===== config.mk =====
export PLATFORM = sky130hd
export DESIGN_NAME = execute_multiply_unit_flat
export DESIGN_NICKNAME = d
export VERILOG_FILES = /design/src/rtl/execute_multiply_unit_if.sv /design/src/rtl/execute_multiply_unit.sv /design/src/flat_wrapper.sv
export SDC_FILE = /design/constraint.sdc
export NUM_CORES = 1
export LEC_CHECK = 0
export BUFFER_PORTS_ARGS = -buffer_cell sky130_fd_sc_hd__buf_2
export CELL_PAD_IN_SITES_DETAIL_PLACEMENT = 0
export CELL_PAD_IN_SITES_GLOBAL_PLACEMENT = 2
export CORE_MARGIN = 8
export CORE_UTILIZATION = 36
export CTS_BUF_LIST = sky130_fd_sc_hd__clkbuf_8
export CTS_CLUSTER_SIZE = 24
export DETAILED_ROUTE_END_ITERATION = 8
export PLACE_DENSITY = 0.85
export SYNTH_ARGS = -nofsm -noshare
export SYNTH_HDL_FRONTEND = slang
export SYNTH_SLANG_ARGS = --single-unit

===== constraint.sdc =====
create_clock -name clk_i -period 5.2 [get_ports clk_i]
set_input_delay 0.52 -clock clk_i [delete_from_list [all_inputs] [get_ports clk_i]]
set_output_delay 0.52 -clock clk_i [all_outputs]
set_load 0.03 [all_outputs]

===== src/rtl/execute_multiply_unit_if.sv =====
`default_nettype none
// ============================================================================
// Module      : execute_multiply_unit_if
// Description : Bundle between the decode/execute pipeline register and the
//               iterative multiply unit.
//               master : pipeline side, drives the operation and flush, and
//                        receives stall and result.
//               slave  : multiply unit.
//               Members: start_i, accumulate_en_i, update_flag_i, operand_a_i,
//                        operand_b_i, accumulator_i, dest_addr_i, flush_i
//                        (towards the unit); stall_o, busy_o, result_valid_o,
//                        result_o, dest_addr_o, flag_update_o, flag_n_o,
//                        flag_z_o (from the unit).
// Revision    : 1.0 - initial release
// ============================================================================
interface execute_multiply_unit_if #(
   parameter int WORD       = 32,
   parameter int ADDR_WIDTH = 4
);
   logic                  start_i;
   logic                  accumulate_en_i;
   logic                  update_flag_i;
   logic [WORD-1:0]       operand_a_i;
   logic [WORD-1:0]       operand_b_i;
   logic [WORD-1:0]       accumulator_i;
   logic [ADDR_WIDTH-1:0] dest_addr_i;
   logic                  flush_i;
   logic                  stall_o;
   logic                  busy_o;
   logic                  result_valid_o;
   logic [WORD-1:0]       result_o;
   logic [ADDR_WIDTH-1:0] dest_addr_o;
   logic                  flag_update_o;
   logic                  flag_n_o;
   logic                  flag_z_o;

   modport master (
      output start_i, accumulate_en_i, update_flag_i, operand_a_i, operand_b_i,
             accumulator_i, dest_addr_i, flush_i,
      input  stall_o, busy_o, result_valid_o, result_o, dest_addr_o,
             flag_update_o, flag_n_o, flag_z_o
   );

   modport slave (
      input  start_i, accumulate_en_i, update_flag_i, operand_a_i, operand_b_i,
             accumulator_i, dest_addr_i, flush_i,
      output stall_o, busy_o, result_valid_o, result_o, dest_addr_o,
             flag_update_o, flag_n_o, flag_z_o
   );
endinterface
`default_nettype wire


===== src/rtl/execute_multiply_unit.sv =====
`default_nettype none
// ============================================================================
// Module      : execute_multiply_unit
// Description : Iterative MUL/MLA engine for the execute stage. Retires
//               BITS_PER_CYCLE multiplier bits per cycle with a fixed latency
//               of WORD/BITS_PER_CYCLE + 1 cycles from acceptance to the
//               single-cycle result beat. Stalls the front end while working.
// Ports       : clk_i    - clock, all state updates on the rising edge
//               reset_i  - synchronous active-high reset
//               bus      - execute_multiply_unit_if.slave (operation in,
//                          stall/busy, result beat with dest and N/Z flags)
// Revision    : 1.0 - initial release
// ============================================================================
module execute_multiply_unit #(
   parameter int WORD           = 32,
   parameter int BITS_PER_CYCLE = 1,
   parameter int ADDR_WIDTH     = 4
) (
   input  logic                     clk_i,
   input  logic                     reset_i,
   execute_multiply_unit_if.slave   bus
);

   localparam int c_N_ITER = WORD / BITS_PER_CYCLE;
   localparam int c_CNT_W  = $clog2(c_N_ITER + 1);
   localparam logic [c_CNT_W-1:0] c_LAST = c_CNT_W'(c_N_ITER - 1);

   localparam logic [1:0] c_IDLE = 2'd0;
   localparam logic [1:0] c_CALC = 2'd1;
   localparam logic [1:0] c_DONE = 2'd2;

   logic [1:0]            r_state;
   logic [1:0]            w_state_next;

   logic [WORD-1:0]       r_a;
   logic [WORD-1:0]       r_b;
   logic [WORD-1:0]       r_product;
   logic [c_CNT_W-1:0]    r_iter;
   logic [ADDR_WIDTH-1:0] r_dest;
   logic                  r_upd;

   // Result-side copies: these only change on the final CALC cycle so the
   // outputs hold while the next operation reloads the working registers.
   logic [WORD-1:0]       r_result;
   logic [ADDR_WIDTH-1:0] r_dest_out;
   logic                  r_upd_out;
   logic                  r_flag_n;
   logic                  r_flag_z;

   logic [WORD-1:0]       w_partial;
   logic [WORD-1:0]       w_sum;
   logic                  w_accept;
   logic                  w_finish;
   logic                  w_stall;
   logic                  w_busy;
   logic                  w_valid;

   // a * b[BITS_PER_CYCLE-1:0] as a sum of shifted multiplicands
   always_comb begin
      w_partial = '0;
      for (int i = 0; i < BITS_PER_CYCLE; i++) begin
         if (r_b[i]) begin
            w_partial = w_partial + (r_a << i);
         end
      end
      w_sum = r_product + w_partial;
   end

   // ---------------------------------------------------------------- state reg
   always_ff @(posedge clk_i) begin
      if (reset_i) begin
         r_state <= c_IDLE;
      end else begin
         r_state <= w_state_next;
      end
   end

   // ---------------------------------------------------------------- next state
   always_comb begin
      w_state_next = r_state;
      if (bus.flush_i) begin
         w_state_next = c_IDLE;
      end else begin
         case (r_state)
            c_IDLE:  if (bus.start_i) w_state_next = c_CALC;
            c_CALC:  if (r_iter == c_LAST) w_state_next = c_DONE;
            // The instruction is still held in the pipeline register during
            // DONE, so start_i is ignored here to avoid a restart.
            c_DONE:  w_state_next = c_IDLE;
            default: w_state_next = c_IDLE;
         endcase
      end
   end

   // ---------------------------------------------------------------- outputs
   always_comb begin
      w_accept = (r_state == c_IDLE) && bus.start_i && !bus.flush_i;
      w_finish = (r_state == c_CALC) && (r_iter == c_LAST) && !bus.flush_i;
      w_stall  = w_accept || (r_state == c_CALC);
      w_busy   = (r_state != c_IDLE);
      // A flush arriving in DONE kills the op, so the beat is suppressed too.
      w_valid  = (r_state == c_DONE) && !bus.flush_i;
   end

   // ---------------------------------------------------------------- datapath
   always_ff @(posedge clk_i) begin
      if (reset_i) begin
         r_a        <= '0;
         r_b        <= '0;
         r_product  <= '0;
         r_iter     <= '0;
         r_dest     <= '0;
         r_upd      <= 1'b0;
         r_result   <= '0;
         r_dest_out <= '0;
         r_upd_out  <= 1'b0;
         r_flag_n   <= 1'b0;
         r_flag_z   <= 1'b0;
      end else begin
         if (w_accept) begin
            r_a       <= bus.operand_a_i;
            r_b       <= bus.operand_b_i;
            r_product <= bus.accumulate_en_i ? bus.accumulator_i : '0;
            r_iter    <= '0;
            r_dest    <= bus.dest_addr_i;
            r_upd     <= bus.update_flag_i;
         end else if (r_state == c_CALC) begin
            r_product <= w_sum;
            r_a       <= r_a << BITS_PER_CYCLE;
            r_b       <= r_b >> BITS_PER_CYCLE;
            r_iter    <= r_iter + c_CNT_W'(1);
         end

         if (w_finish) begin
            r_result   <= w_sum;
            r_dest_out <= r_dest;
            r_upd_out  <= r_upd;
            r_flag_n   <= w_sum[WORD-1];
            r_flag_z   <= (w_sum == '0);
         end
      end
   end

   assign bus.stall_o        = w_stall;
   assign bus.busy_o         = w_busy;
   assign bus.result_valid_o = w_valid;
   assign bus.result_o       = r_result;
   assign bus.dest_addr_o    = r_dest_out;
   assign bus.flag_update_o  = r_upd_out && w_valid;
   assign bus.flag_n_o       = r_flag_n;
   assign bus.flag_z_o       = r_flag_z;

endmodule
`default_nettype wire


===== src/flat_wrapper.sv =====
// flat-port wrapper written by rule: the top's interface ports become plain ports
module execute_multiply_unit_flat 
#(
   parameter int WORD           = 32,
   parameter int BITS_PER_CYCLE = 1,
   parameter int ADDR_WIDTH     = 4
)
  (clk_i, reset_i, bus_start_i, bus_accumulate_en_i, bus_update_flag_i, bus_operand_a_i, bus_operand_b_i, bus_accumulator_i, bus_dest_addr_i, bus_flush_i, bus_stall_o, bus_busy_o, bus_result_valid_o, bus_result_o, bus_dest_addr_o, bus_flag_update_o, bus_flag_n_o, bus_flag_z_o);
  execute_multiply_unit_if #(.WORD(WORD), .ADDR_WIDTH(ADDR_WIDTH)) bus_i ();
  input  logic clk_i;
  input  logic reset_i;
  input wire logic [$bits(bus_i.start_i)-1:0] bus_start_i;
  input wire logic [$bits(bus_i.accumulate_en_i)-1:0] bus_accumulate_en_i;
  input wire logic [$bits(bus_i.update_flag_i)-1:0] bus_update_flag_i;
  input wire logic [$bits(bus_i.operand_a_i)-1:0] bus_operand_a_i;
  input wire logic [$bits(bus_i.operand_b_i)-1:0] bus_operand_b_i;
  input wire logic [$bits(bus_i.accumulator_i)-1:0] bus_accumulator_i;
  input wire logic [$bits(bus_i.dest_addr_i)-1:0] bus_dest_addr_i;
  input wire logic [$bits(bus_i.flush_i)-1:0] bus_flush_i;
  output wire logic [$bits(bus_i.stall_o)-1:0] bus_stall_o;
  output wire logic [$bits(bus_i.busy_o)-1:0] bus_busy_o;
  output wire logic [$bits(bus_i.result_valid_o)-1:0] bus_result_valid_o;
  output wire logic [$bits(bus_i.result_o)-1:0] bus_result_o;
  output wire logic [$bits(bus_i.dest_addr_o)-1:0] bus_dest_addr_o;
  output wire logic [$bits(bus_i.flag_update_o)-1:0] bus_flag_update_o;
  output wire logic [$bits(bus_i.flag_n_o)-1:0] bus_flag_n_o;
  output wire logic [$bits(bus_i.flag_z_o)-1:0] bus_flag_z_o;
  assign bus_i.start_i = bus_start_i;
  assign bus_i.accumulate_en_i = bus_accumulate_en_i;
  assign bus_i.update_flag_i = bus_update_flag_i;
  assign bus_i.operand_a_i = bus_operand_a_i;
  assign bus_i.operand_b_i = bus_operand_b_i;
  assign bus_i.accumulator_i = bus_accumulator_i;
  assign bus_i.dest_addr_i = bus_dest_addr_i;
  assign bus_i.flush_i = bus_flush_i;
  assign bus_stall_o = bus_i.stall_o;
  assign bus_busy_o = bus_i.busy_o;
  assign bus_result_valid_o = bus_i.result_valid_o;
  assign bus_result_o = bus_i.result_o;
  assign bus_dest_addr_o = bus_i.dest_addr_o;
  assign bus_flag_update_o = bus_i.flag_update_o;
  assign bus_flag_n_o = bus_i.flag_n_o;
  assign bus_flag_z_o = bus_i.flag_z_o;
  execute_multiply_unit #(.WORD(WORD), .BITS_PER_CYCLE(BITS_PER_CYCLE), .ADDR_WIDTH(ADDR_WIDTH)) u_core (.clk_i(clk_i), .reset_i(reset_i), .bus(bus_i));
endmodule

# [Word-level counts from Yosys, hierarchy flattened]
# Index checks and enable logic that the tools add are counted.
[op_classes] addsub=2 eq_ne=5 mux=11 reduce_logical=15
[ops] cell="$mux W32" count=8
[ops] cell="$add A32 B32 Y32" count=1
[ops] cell="$logic_not A32 Y1" count=1
[ops] cell="$add A6 B1 Y6 const B" count=1
[ops] cell="$eq A6 B5 Y1 const B" count=1
[ops] cell="$logic_and A1 B1 Y1" count=6
[ops] cell="$mux W2" count=2
[ops] cell="$ne A2 B2 Y1 const B" count=2
[ops] cell="$pmux W2 S2" count=1
[ops] cell="$reduce_bool A2 Y1" count=2
[ops] cell="$reduce_or A2 Y1" count=2
[ops] cell="$eq A2 B1 Y1 const B" count=1
[ops] cell="$eq A2 B2 Y1 const B" count=1
[ops] cell="$logic_not A2 Y1" count=1
[ops] cell="$reduce_and A2 Y1" count=1
[ops] cell="$logic_not A1 Y1" count=1
[ops] cell="$logic_or A1 B1 Y1" count=1
[totals] regBits=148 in_bits=106 out_inout_bits=42

# [Logic depth before layout (Yosys ltp)]
[logic_depth] ltp_word=4 ltp_mapped=13 depth_no_buf=12

# [Worst setup path after synthesis]
# OpenSTA, ideal clock, no wires.
[synth_path] path_type="flip-flop to flip-flop" startpoint="register u_core.r_b[0]" endpoint="register u_core.r_flag_z (netlist: u_core.bus.flag_z_o)" t_arrival_ns=3.386 required_ns=5.116 setup_slack_ns=1.729 stages_incl_launch_ff=14 n_path_buf=1 cell_sequence="dfxtp_1 -> clkbuf_1 -> and2_1 -> ha_1 -> fa_1 -> a21o_1 -> a31o_1 -> a21oi_2 -> o21ai_2 -> or4_1 -> and4_1 -> a21oi_1 -> or4b_1 -> o31ai_2"
[synth_via] elab_chain_len=3
[synth_lines] item="start, declared" line_no="execute_multiply_unit.sv:36" rtl="logic [WORD-1:0] r_b;"
[synth_lines] item="start signal, assigned" line_no="execute_multiply_unit.sv:122" rtl="r_b <= bus.operand_b_i;"
[synth_lines] item="start signal, assigned" line_no="execute_multiply_unit.sv:130" rtl="r_b <= r_b >> BITS_PER_CYCLE;"
[synth_lines] item="$mux W32" line_no="execute_multiply_unit.sv:62" rtl="if (r_b[i]) begin"
[synth_lines] item="$add A32 B32 Y32" line_no="execute_multiply_unit.sv:66" rtl="w_sum = r_product + w_partial;"
[synth_lines] item="$logic_not A32 Y1" line_no="execute_multiply_unit.sv:139" rtl="r_flag_z <= (w_sum == '0);"
[synth_lines] item="end signal, assigned" line_no="execute_multiply_unit.sv:139"
[synth_lines] item="end, declared" line_no="execute_multiply_unit.sv:48" rtl="logic r_flag_z;"
# Every way passes these cells.
# A chain may end at the register's enable or synchronous reset.

# [Worst setup path after layout]
# Ends and elaborated chain as after synthesis.

==> out/metrics.csv <==
stage,metric,value,unit
status,status,"complete, no violations",
drt,viasPerCell,5.59,
critical_path,path_cells,and2_1 -> ha_1 -> fa_1 -> a21o_1 -> a31o_1 -> a2111oi_0 -> a311oi_1 -> a21oi_1 -> or4b_1 -> nor4_1 -> nand4b_1 -> o31ai_2,
die,design.die.area,27500,um2
critical_path,critPathArrivalTime,4.64,ns
cells_and_area,final_cell_mix,"a21oi_1, nand2_1, dfxtp_1",
clock_network,htree_levels,4,
cells_and_area,fin_area,9340,um2
drt,drtIter0Drc,628,
grt,grt-ovfl-total,0,
yosys,synth_top_area_share,36.4,%
timing,holdWs,0.289,ns
yosys,ys_seq_area_share,36.4,%
drt,ant_nets,0,
yosys,synthTopCellsByArea,"dfxtp_1, a21oi_1, nand2_1, a22oi_1, ha_1",
yosys,async_flop_share,0,%
die,io_pins,148,
yosys,synth_nets,1184,
clock_network,post_cts_buffers,0,
die,start_util,36.2,%
drt,remaining_drc_errors,0,
grt,antenna_found_initial,10,
yosys,synth-edff-count,0,
timing,fin_worst_skew,0.0181,ns
placed_design,dpl_cell_area,8910,um2
critical_path,crit_type,reg -> reg,
yosys,yosys.area.top_type,dfxtp_1,
pwr,finalPower,2.53,mW
drt,drt_first_pass_iters,5,
clock_network,clock_latency,0.46,ns
drt,wl_per_cell,19.0,um
clock_network,clock_sinks,147,
grt,grt_pass1_vias,7840,
grt,grt_usage,19.4,%
clock_network,cts_tree,done,
timing,fin_tns_setup,0,ns
clock_network,cts.clk_slew.worst_paths,0.10,ns
yosys,yosysUniqueCellTypes,75,
die,core,22400,um2
timing,max_slew_margin,27.6,%
clock_network,clock_path_buffers,2,
pwr,cellLeakagePower,3.75,nW
worst_hold_path,hold_class,in -> reg,
critical_path,start_kind,register,
grt,grt_max_degree,87,
critical_path,critical_path.slowest_cell,dfxtp_1,
pwr,vdd.ir_drop.worst,0.000151,V
die,die_y,166,um
critical_path,end_kind,register,
timing,fin_crit_sh,81.8,%
clock_network,postCtsHoldBufs,0,
clock_network,cts_root_buffer,clkbuf_8,
cells_and_area,final_net_count,1278,
timing,fmax,235,MHz
grt,grt_pass1_wl,43.3,mm
clock_network,ctsResizeCount,0,
timing,slew_viol_final,0,
cells_and_area,drive_gt1_share,19.0,%
yosys,synthesis.instances,1045,
critical_path,regToRegSetupSlack,0.94,ns
yosys,ys_seq_elements,147,
job,max_cap_violations,0,
die,die_width,166,um
timing,hold_viol,0,
yosys,syn_area_per_cell,7.74,um2
timing,worst_slack,0.945,ns
yosys,synth_area,8090,um2
critical_path,critPathMaxFanout,33,
placed_design,hpwl,19.5,mm
pwr,powerDensity,271,nW/um2
critical_path,slowest_delay,0.67,ns
yosys,yosys_most_used_dff,dfxtp_1,
drt,dr_total_vias,8046,
placed_design,gp_congestion,0.934,
die,rows,55,
timing,rsz0062_at_grt,false,
timing,fin_crit,4.26,ns
cells_and_area,final_common_cell,a21oi_1,
clock_network,numCtsBuffers,17,
timing,finalSetupViolations,0,
cells_and_area,area_delta_synth_final,15.4,%
placed_design,pre_cts_slack,1.04,ns
drt,wirelength,27.3,mm
yosys,synth_warnings,0,
critical_path,crit_required,5.58,ns
placed_design,portBuffers,147,
timing,worst_slew_pin_slew,1.08,ns
[power breakdown]
part | switching (mW) | internal, mW | leakage, nW
clock network | 0.521 | 0.449 | 0.216
registers | 0.0398 | 1.17 | 1.20
logic | 0.219 | 0.127 | 2.34
total | 0.780 | 1.75 | 3.75
[state kept, by name, summed over array words and instances, names as in the netlist]
name / flops
u_core.r_a: 32
u_core.r_b: 32
u_core.r_product: 32
u_core.bus.result_o: 31
u_core.r_iter: 6
u_core.bus.dest_addr_o: 4
u_core.r_dest: 4
u_core.r_state: 2
u_core.bus.flag_n_o: 1
u_core.bus.flag_z_o: 1
u_core.r_upd: 1
u_core.r_upd_out: 1
[per-stage QoR]
step	util (%)	cells
after floorplan	-	1045
after detailed placement	39.9	1405
after CTS	41.7	1437
after global placement	39.9	1405
after global routing	41.7	1438
final	41.8	1439
[logic make-up (layout without fill, tap and decap cells)]
kind of cell    after synthesis  after routing  share of synthesized area [%]
simple gates                412            412                           23.6
compound gates              340            340                           27.3
flops                       147            147                           36.4
buf+inv                      89            196                           4.82
fa+ha+maj                    33             33                           5.19
xor+xnor                     22             22                           2.38
mux                           2              2                          0.263
other cells                   0              2                              0
[cell usage after synthesis, drive strengths merged (4+ instances only)]
cell type and number:
a221oi 5, xnor2 12, a22oi 63, clkbuf 67, nor3 13, inv 10
nor2 105, nand3 16, buf 12, dfxtp 147, o2111ai 4, a21o 11
xor2 10, nand4 12, nor3b 4, nand2 168, a211oi 11, ha 32
or3 4, nand2b 7, o211ai 6, nor4 25, a21oi 175, a2111oi 11
o21ai 24, and2 35
[layout make-up]
| cell class | instances | area, um2 |
|---|---|---|
| multi-input combinational | 809 | 4790 |
| inverter | 10 | 37.5 |
| fill | 2333 | 13000 |
| clock buffer | 17 | 234 |
| antenna | 2 | 5.00 |
| timing repair buffer | 154 | 791 |
| sequential | 147 | 2940 |
| clock inverter | 15 | 184 |
| tap | 285 | 357 |
[metal layers]
metal	track usage (%)	vias up	part of all wire, %
met2	30.5	209	44
met3	6.01	46	6.3
met4	5.30	16	1.9
li1	-	3962	-
met5	0	-	0.41
met1	25.3	3813	47
[critical path: cells and delay by family (launching register included)]
family	cells	cell delay, ns
compound gates	6	1.56
simple gates	4	1.32
flops	1	0.67
fa+ha+maj	2	0.63
[worst paths after layout]
check / start / endpoint / cells after the start
min reg2reg: u_core.bus.dest_addr_o[1] / u_core.bus.dest_addr_o[1] / 2
max reg2reg: u_core.r_b[0] / u_core.bus.flag_z_o / 12
max: u_core.r_b[0] / u_core.bus.flag_z_o / 12
min: bus_dest_addr_i[0] / u_core.r_dest[0] / 3
Note: power is estimated with default switching activity, not from simulation.
